$ cat src/rtl/ahb2apb_bridge_pkg.sv
// Shared AHB/APB codes and bridge state encoding.
// Imported by the bridge RTL and the testbench.
package ahb2apb_bridge_pkg;

  typedef enum logic [1:0] {
    HTRANS_IDLE   = 2'b00,
    HTRANS_BUSY   = 2'b01,
    HTRANS_NONSEQ = 2'b10,
    HTRANS_SEQ    = 2'b11
  } htrans_e;

  localparam logic [1:0] HRESP_OKAY  = 2'b00;
  localparam logic [1:0] HRESP_ERROR = 2'b01;

  // Widest transfer size the 32-bit APB side can carry.
  localparam logic [2:0] HSIZE_WORD = 3'b010;

  typedef enum logic [2:0] {
    ST_IDLE,
    ST_LATCH,
    ST_SETUP,
    ST_ACCESS,
    ST_ERR1,
    ST_ERR2
  } state_e;

  function automatic logic trans_active(input logic [1:0] htrans);
    return (htrans == HTRANS_NONSEQ) || (htrans == HTRANS_SEQ);
  endfunction

endpackage

$ cat src/rtl/ahb2apb_bridge_if.sv
// AHB slave port plus APB master port of the bridge, bundled as one interface.
// The slave modport is the bridge's view; master is the environment's.
interface ahb2apb_bridge_if #(
  parameter int NUM_PSEL = 4
);
  logic                hsel_i;
  logic [31:0]         haddr_i;
  logic [1:0]          htrans_i;
  logic                hwrite_i;
  logic [2:0]          hsize_i;
  logic [31:0]         hwdata_i;
  logic                hready_i;
  logic                hready_o;
  logic [1:0]          hresp_o;
  logic [31:0]         hrdata_o;

  logic [15:0]         paddr_o;
  logic [NUM_PSEL-1:0] psel_o;
  logic                penable_o;
  logic                pwrite_o;
  logic [31:0]         pwdata_o;
  logic [31:0]         prdata_i;
  logic                pready_i;
  logic                pslverr_i;

  modport slave (
    input  hsel_i, haddr_i, htrans_i, hwrite_i, hsize_i, hwdata_i, hready_i,
    output hready_o, hresp_o, hrdata_o,
    output paddr_o, psel_o, penable_o, pwrite_o, pwdata_o,
    input  prdata_i, pready_i, pslverr_i
  );

  modport master (
    output hsel_i, haddr_i, htrans_i, hwrite_i, hsize_i, hwdata_i, hready_i,
    input  hready_o, hresp_o, hrdata_o,
    input  paddr_o, psel_o, penable_o, pwrite_o, pwdata_o,
    output prdata_i, pready_i, pslverr_i
  );
endinterface

$ cat src/rtl/ahb2apb_bridge_apb_wdog.sv
// ACCESS-phase wait counter; flags expiry on the TIMEOUT-th stalled cycle.
module apb_wdog #(
  parameter int TIMEOUT = 255
) (
  input  logic hclk,
  input  logic hreset,
  input  logic i_clear,
  input  logic i_enable,
  output logic o_expired
);
  logic [7:0] r_cnt;

  // NOTE: sequential state uses non-blocking assignments so every flop samples pre-edge values.
  always_ff @(posedge hclk or posedge hreset) begin
    if (hreset)        r_cnt <= '0;
    else if (i_clear)  r_cnt <= '0;
    else if (i_enable) r_cnt <= r_cnt + 8'd1;
  end

  assign o_expired = i_enable && (r_cnt == 8'(TIMEOUT - 1));
endmodule

$ cat src/rtl/ahb2apb_bridge.sv
// AHB-Lite slave to APB master bridge: one APB transfer per AHB transfer,
// with illegal-decode, PSLVERR and ACCESS-timeout mapped to a two-cycle ERROR.
module ahb2apb_bridge
  import ahb2apb_bridge_pkg::*;
#(
  parameter int NUM_PSEL = 4,
  parameter int TIMEOUT  = 255
) (
  input logic             hclk,
  input logic             hreset,
  ahb2apb_bridge_if.slave bus
);
  state_e              r_state, w_next;
  logic [15:0]         r_paddr;
  logic                r_write;
  logic [NUM_PSEL-1:0] r_psel;
  logic                r_illegal;
  logic [31:0]         r_pwdata;
  logic [31:0]         r_hrdata;

  logic [3:0]          w_index;
  logic [NUM_PSEL-1:0] w_psel_dec;
  logic                w_illegal;
  logic                w_start;
  logic                w_capture;
  logic                w_wdog_clear;
  logic                w_wdog_en;
  logic                w_expired;
  logic                w_unused;

  assign w_unused  = ^bus.haddr_i[31:16];
  assign w_index   = bus.haddr_i[15:12];
  assign w_illegal = (32'(w_index) >= NUM_PSEL) || (bus.hsize_i > HSIZE_WORD);
  assign w_start   = bus.hsel_i && bus.hready_i && trans_active(bus.htrans_i);
  assign w_capture = ((r_state == ST_IDLE) || (r_state == ST_ERR2)) && w_start;

  always_comb begin
    w_psel_dec = '0;
    for (int i = 0; i < NUM_PSEL; i++) w_psel_dec[i] = !w_illegal && (w_index == 4'(i));
  end

  apb_wdog #(.TIMEOUT(TIMEOUT)) u_wdog (
    .hclk     (hclk),
    .hreset   (hreset),
    .i_clear  (w_wdog_clear),
    .i_enable (w_wdog_en),
    .o_expired(w_expired)
  );

  always_ff @(posedge hclk or posedge hreset) begin
    if (hreset) r_state <= ST_IDLE;
    else        r_state <= w_next;
  end

  // NOTE: every always_comb output gets a default first, so no path can infer a latch.
  always_comb begin
    w_next       = r_state;
    w_wdog_clear = 1'b0;
    w_wdog_en    = 1'b0;
    case (r_state)
      ST_IDLE:   if (w_start) w_next = ST_LATCH;
      ST_LATCH:  w_next = r_illegal ? ST_ERR1 : ST_SETUP;
      ST_SETUP: begin
        w_next       = ST_ACCESS;
        w_wdog_clear = 1'b1;
      end
      ST_ACCESS: begin
        if (bus.pready_i) begin
          w_next = bus.pslverr_i ? ST_ERR1 : ST_IDLE;
        end else begin
          w_wdog_en = 1'b1;
          if (w_expired) w_next = ST_ERR1;
        end
      end
      ST_ERR1:   w_next = ST_ERR2;
      ST_ERR2:   w_next = w_start ? ST_LATCH : ST_IDLE;
      default:   w_next = ST_IDLE;
    endcase
  end

  always_ff @(posedge hclk or posedge hreset) begin
    if (hreset) begin
      r_paddr   <= '0;
      r_write   <= 1'b0;
      r_psel    <= '0;
      r_illegal <= 1'b0;
      r_pwdata  <= '0;
      r_hrdata  <= '0;
    end else begin
      if (w_capture) begin
        r_paddr   <= bus.haddr_i[15:0];
        r_write   <= bus.hwrite_i;
        r_psel    <= w_psel_dec;
        r_illegal <= w_illegal;
      end
      if ((r_state == ST_LATCH) && r_write) r_pwdata <= bus.hwdata_i;
      // Only a clean read updates the read-data holding register.
      if ((r_state == ST_ACCESS) && bus.pready_i && !bus.pslverr_i && !r_write)
        r_hrdata <= bus.prdata_i;
    end
  end

  // Bus outputs are pure state decodes, so reset forces them immediately.
  assign bus.hready_o  = !((r_state == ST_LATCH) || (r_state == ST_SETUP) ||
                           (r_state == ST_ACCESS) || (r_state == ST_ERR1));
  assign bus.hresp_o   = ((r_state == ST_ERR1) || (r_state == ST_ERR2)) ? HRESP_ERROR : HRESP_OKAY;
  assign bus.hrdata_o  = r_hrdata;
  assign bus.paddr_o   = r_paddr;
  assign bus.psel_o    = ((r_state == ST_SETUP) || (r_state == ST_ACCESS)) ? r_psel : '0;
  assign bus.penable_o = (r_state == ST_ACCESS);
  assign bus.pwrite_o  = r_write;
  assign bus.pwdata_o  = r_pwdata;
endmodule
$ cat src/flat_wrapper.sv
// flat-port wrapper written by rule: the top's interface ports become plain ports
module ahb2apb_bridge_flat import ahb2apb_bridge_pkg::*;
#(
  parameter int NUM_PSEL = 4,
  parameter int TIMEOUT  = 255
)
  (hclk, hreset, bus_hsel_i, bus_haddr_i, bus_htrans_i, bus_hwrite_i, bus_hsize_i, bus_hwdata_i, bus_hready_i, bus_hready_o, bus_hresp_o, bus_hrdata_o, bus_paddr_o, bus_psel_o, bus_penable_o, bus_pwrite_o, bus_pwdata_o, bus_prdata_i, bus_pready_i, bus_pslverr_i);
  ahb2apb_bridge_if #(.NUM_PSEL(NUM_PSEL)) bus_i ();
  input logic hclk;
  input logic hreset;
  input wire logic [$bits(bus_i.hsel_i)-1:0] bus_hsel_i;
  input wire logic [$bits(bus_i.haddr_i)-1:0] bus_haddr_i;
  input wire logic [$bits(bus_i.htrans_i)-1:0] bus_htrans_i;
  input wire logic [$bits(bus_i.hwrite_i)-1:0] bus_hwrite_i;
  input wire logic [$bits(bus_i.hsize_i)-1:0] bus_hsize_i;
  input wire logic [$bits(bus_i.hwdata_i)-1:0] bus_hwdata_i;
  input wire logic [$bits(bus_i.hready_i)-1:0] bus_hready_i;
  output wire logic [$bits(bus_i.hready_o)-1:0] bus_hready_o;
  output wire logic [$bits(bus_i.hresp_o)-1:0] bus_hresp_o;
  output wire logic [$bits(bus_i.hrdata_o)-1:0] bus_hrdata_o;
  output wire logic [$bits(bus_i.paddr_o)-1:0] bus_paddr_o;
  output wire logic [$bits(bus_i.psel_o)-1:0] bus_psel_o;
  output wire logic [$bits(bus_i.penable_o)-1:0] bus_penable_o;
  output wire logic [$bits(bus_i.pwrite_o)-1:0] bus_pwrite_o;
  output wire logic [$bits(bus_i.pwdata_o)-1:0] bus_pwdata_o;
  input wire logic [$bits(bus_i.prdata_i)-1:0] bus_prdata_i;
  input wire logic [$bits(bus_i.pready_i)-1:0] bus_pready_i;
  input wire logic [$bits(bus_i.pslverr_i)-1:0] bus_pslverr_i;
  assign bus_i.hsel_i = bus_hsel_i;
  assign bus_i.haddr_i = bus_haddr_i;
  assign bus_i.htrans_i = bus_htrans_i;
  assign bus_i.hwrite_i = bus_hwrite_i;
  assign bus_i.hsize_i = bus_hsize_i;
  assign bus_i.hwdata_i = bus_hwdata_i;
  assign bus_i.hready_i = bus_hready_i;
  assign bus_hready_o = bus_i.hready_o;
  assign bus_hresp_o = bus_i.hresp_o;
  assign bus_hrdata_o = bus_i.hrdata_o;
  assign bus_paddr_o = bus_i.paddr_o;
  assign bus_psel_o = bus_i.psel_o;
  assign bus_penable_o = bus_i.penable_o;
  assign bus_pwrite_o = bus_i.pwrite_o;
  assign bus_pwdata_o = bus_i.pwdata_o;
  assign bus_i.prdata_i = bus_prdata_i;
  assign bus_i.pready_i = bus_pready_i;
  assign bus_i.pslverr_i = bus_pslverr_i;
  ahb2apb_bridge #(.NUM_PSEL(NUM_PSEL), .TIMEOUT(TIMEOUT)) u_core (.hclk(hclk), .hreset(hreset), .bus(bus_i));
endmodule
$ cat config.mk
export PLATFORM = sky130hd
export DESIGN_NAME = ahb2apb_bridge_flat
export DESIGN_NICKNAME = d
export VERILOG_FILES = /design/src/rtl/ahb2apb_bridge_pkg.sv /design/src/rtl/ahb2apb_bridge_if.sv /design/src/rtl/ahb2apb_bridge_apb_wdog.sv /design/src/rtl/ahb2apb_bridge.sv /design/src/flat_wrapper.sv
export SDC_FILE = /design/constraint.sdc
export NUM_CORES = 1
export LEC_CHECK = 0
export ABC_AREA = 1
export BUFFER_PORTS_ARGS = -buffer_cell sky130_fd_sc_hd__buf_4
export CAP_MARGIN = 0
export CORE_ASPECT_RATIO = 1.75
export CORE_MARGIN = 2
export CORE_UTILIZATION = 29
export CTS_CLUSTER_DIAMETER = 30
export DETAILED_ROUTE_END_ITERATION = 7
export GPL_ROUTABILITY_DRIVEN = 0
export PLACE_DENSITY = 0.63
export SKIP_CTS_REPAIR_TIMING = 1
export SYNTH_ARGS = -nofsm -noshare
export SYNTH_HDL_FRONTEND = slang
export SYNTH_SLANG_ARGS = --single-unit
export TNS_END_PERCENT = 30
$ cat constraint.sdc
create_clock -name hclk -period 8.06 [get_ports hclk]
set_clock_uncertainty 0.1 [all_clocks]
set_input_delay 1.612 -clock hclk [delete_from_list [all_inputs] [get_ports hclk]]
set_output_delay 1.612 -clock hclk [all_outputs]
set_load 0.05 [all_outputs]
==> flow_metrics.env <==
export IMPL_peakVddDrop_mv=0.230
export IMPL_grt_pass1_wl_mm=17.1
export IMPL_ys_ff_latch=97
export IMPL_grt_setup_unrepaired="no"
export IMPL_grt_pass1_vias=3747
export IMPL_io_pins=197
export IMPL_wl_per_cell_um=12.4
export IMPL_p_comb_frac=0.531
export IMPL_hold_path_class="reg -> reg"
export IMPL_grt_use_total=0.140
export IMPL_slew_headroom=0.272
export IMPL_synth_top_area_frac=0.590
export IMPL_crit_arrival_ps=1920
export IMPL_netSwitchingFraction=0.507
export IMPL_vias=3716
export IMPL_antenna_found_initial=0
export IMPL_crit_type="reg -> out"
export IMPL_drc_errors=0
export IMPL_period_share=0.451
export IMPL_insertion_delay_ps=340
export IMPL_tightest_slew_ps=1090
export IMPL_grt_use_met2=0.249
export IMPL_tns_ps=0
export IMPL_ant_nets=0
export IMPL_gr_max_usage_layer="met2"
export IMPL_place_hpwl_mm=7.67
export IMPL_instances_no_fill=838
export IMPL_start_util=0.296
export IMPL_syn_area_mm2=0.00412
export IMPL_die_x_um=94.1
export IMPL_fmax_mhz=275
export IMPL_worstPathRequired_ps=6350
export IMPL_antenna_cells=0
export IMPL_yosysTopAreaCell="dfrtp_1"
export IMPL_die_area_mm2=0.0152
export IMPL_cts_buffers=9
export IMPL_maxCapViolations=0
export IMPL_viasPerCell=4.43
export IMPL_netlist_top_cells_area="dfrtp_1, nand2_1, nand3_1"
export IMPL_power_density_mw_per_mm2=449
export IMPL_syn_area_per_cell_um2=8.47
export IMPL_numClockSinks=97
export IMPL_finalCriticalPeriod_ps=3640
export IMPL_leakage_nw=3.24
export IMPL_numPlacedInstances=822
export IMPL_yosys_warnings=0
export IMPL_cp_max_fo=34
export IMPL_start_kind="flip-flop"
export IMPL_clockBufferDepth=2
export IMPL_drtPass1Iterations=4
export IMPL_port_buffers=178
export IMPL_end_kind="output port"
export IMPL_synth_fp_nets=596
export IMPL_core_area_mm2=0.0139
export IMPL_outcome="finished clean"
export IMPL_p_int_mw=1.30
export IMPL_grt_overflow=0
export IMPL_wl_mm=10.4
export IMPL_cts_tree="built"
export IMPL_die_h_um=162
export IMPL_final_cell_mix="nand2_1, buf_4, dfrtp_1"
export IMPL_drt_iter0_drc=132
export IMPL_htree_levels=3
export IMPL_synth_seq_area_share=0.590
export IMPL_synth_cell_types=24
export IMPL_drive_gt1_frac=0.313
export IMPL_clk_pin_slew_worst_paths_ps=70
export IMPL_synthesis_instances=486
export IMPL_grt_util_met1=0.158
export IMPL_nNetsFinal=766
export IMPL_met3_usage=0.0340
export IMPL_hold_violations=0
export IMPL_grt_max_degree=67
export IMPL_pwr_share_clk=0.156
export IMPL_slew_violations=0
export IMPL_finalSetupViolations=0
export IMPL_switchingPower_mw=1.33
export IMPL_fp_row_count=57
export IMPL_syn_to_final_growth_pct=42.6
export IMPL_root_buffer="clkbuf_16"
export IMPL_seqPwrFrac=0.314
state kept, by name, summed over array words and instances, names as in the netlist:
signal and count:
u_core.u_wdog.r_cnt 8, u_core.bus.pwrite_o 1, u_core.r_state 3, u_core.bus.pwdata_o 32, u_core.r_illegal 1, u_core.bus.paddr_o 16, u_core.r_psel 4, u_core.bus.hrdata_o 32
cell usage after synthesis:
library cell and n:
xor2_1 1, o211ai_1 1, nand3_1 40, dfrtp_1 97
buf_2 6, o21ai_0 23, nand2_2 2, nand2_1 180
nor2_2 2, a21oi_1 2, ha_1 2, buf_4 6
nand4_1 9, nand3b_1 1, nor3_2 1, inv_1 53
clkbuf_1 9, o21ai_1 26, nand3_2 1, o21bai_1 1
conb_1 1, nor2_1 17, inv_2 4, a21oi_2 1
final timing paths:
kind,start,endpoint,slack [ps],cells after the start
max,u_core.r_state[2],bus_penable_o,4420,6
min,u_core.r_illegal,u_core.r_state[1],370,1
max reg2reg,u_core.r_state[2],u_core.bus.hrdata_o[20],5810,8
min reg2reg,u_core.r_illegal,u_core.r_state[1],370,1
max in group asynchronous,hreset,u_core.bus.paddr_o[9],5510,3
min in group asynchronous,hreset,u_core.bus.pwdata_o[27],1160,2
stage by stage:
step | utilization | setup slack (ps) | instance area [um^2] | power [mW] | hold WS, ps
2_1_floorplan | - | 3810 | 4120 | 1.79 | 353
3_3_place_gp | 0.402 | 4780 | 5590 | 2.22 | 357
3_5_place_dp | 0.402 | 4720 | 5590 | 2.25 | 359
4_1_cts | 0.422 | 4380 | 5870 | 2.67 | 368
5_1_grt | 0.422 | 4260 | 5870 | 2.79 | 389
6_report | 0.422 | 4420 | 5870 | 2.64 | 366
final cells by class:
type                            instances  area [um^2]
Clock inverter                          6         50.0
Tap cell                              177          221
Fill cell                            1415         8040
Sequential cell                        97         2430
Timing Repair Buffer                  180         1350
Inverter                               57          216
Multi-Input combinational cell        311         1370
Clock buffer                           10          229
logic make-up after synthesis:
family,synth area share
adders and majority gates,0.00608
buffers and inverters,0.0784
other,0.000911
xor gates and xnor gates,0.00213
and+or+nand+nor,0.255
AOI/OAI and AO/OA,0.0678
DFF,0.590
layer usage:
layer | up-vias | share of wire
li1 | 1855 | -
met1 | 1710 | 0.39
met2 | 127 | 0.53
met3 | 24 | 0.059
met4 | 0 | 0.025
met5 | - | 0
power groups by stage:
stage / Clock [mW] / Sequential (mW) / Combinational, mW
after floorplan: 0 / 1.47 / 0.320
after detailed placement: 0 / 0.832 / 1.42
after global placement: 0 / 0.825 / 1.40
final: 0.410 / 0.826 / 1.40
after CTS: 0.423 / 0.827 / 1.42
after global routing: 0.440 / 0.853 / 1.49
worst max-delay path, cell delays in order (launching register included):
cell	delay, ps
dfrtp_1	430
inv_2	130
nand2_2	120
inv_2	80
nand2_1	80
inv_2	440
buf_4	300
Note: power is estimated with default switching activity, not from simulation.
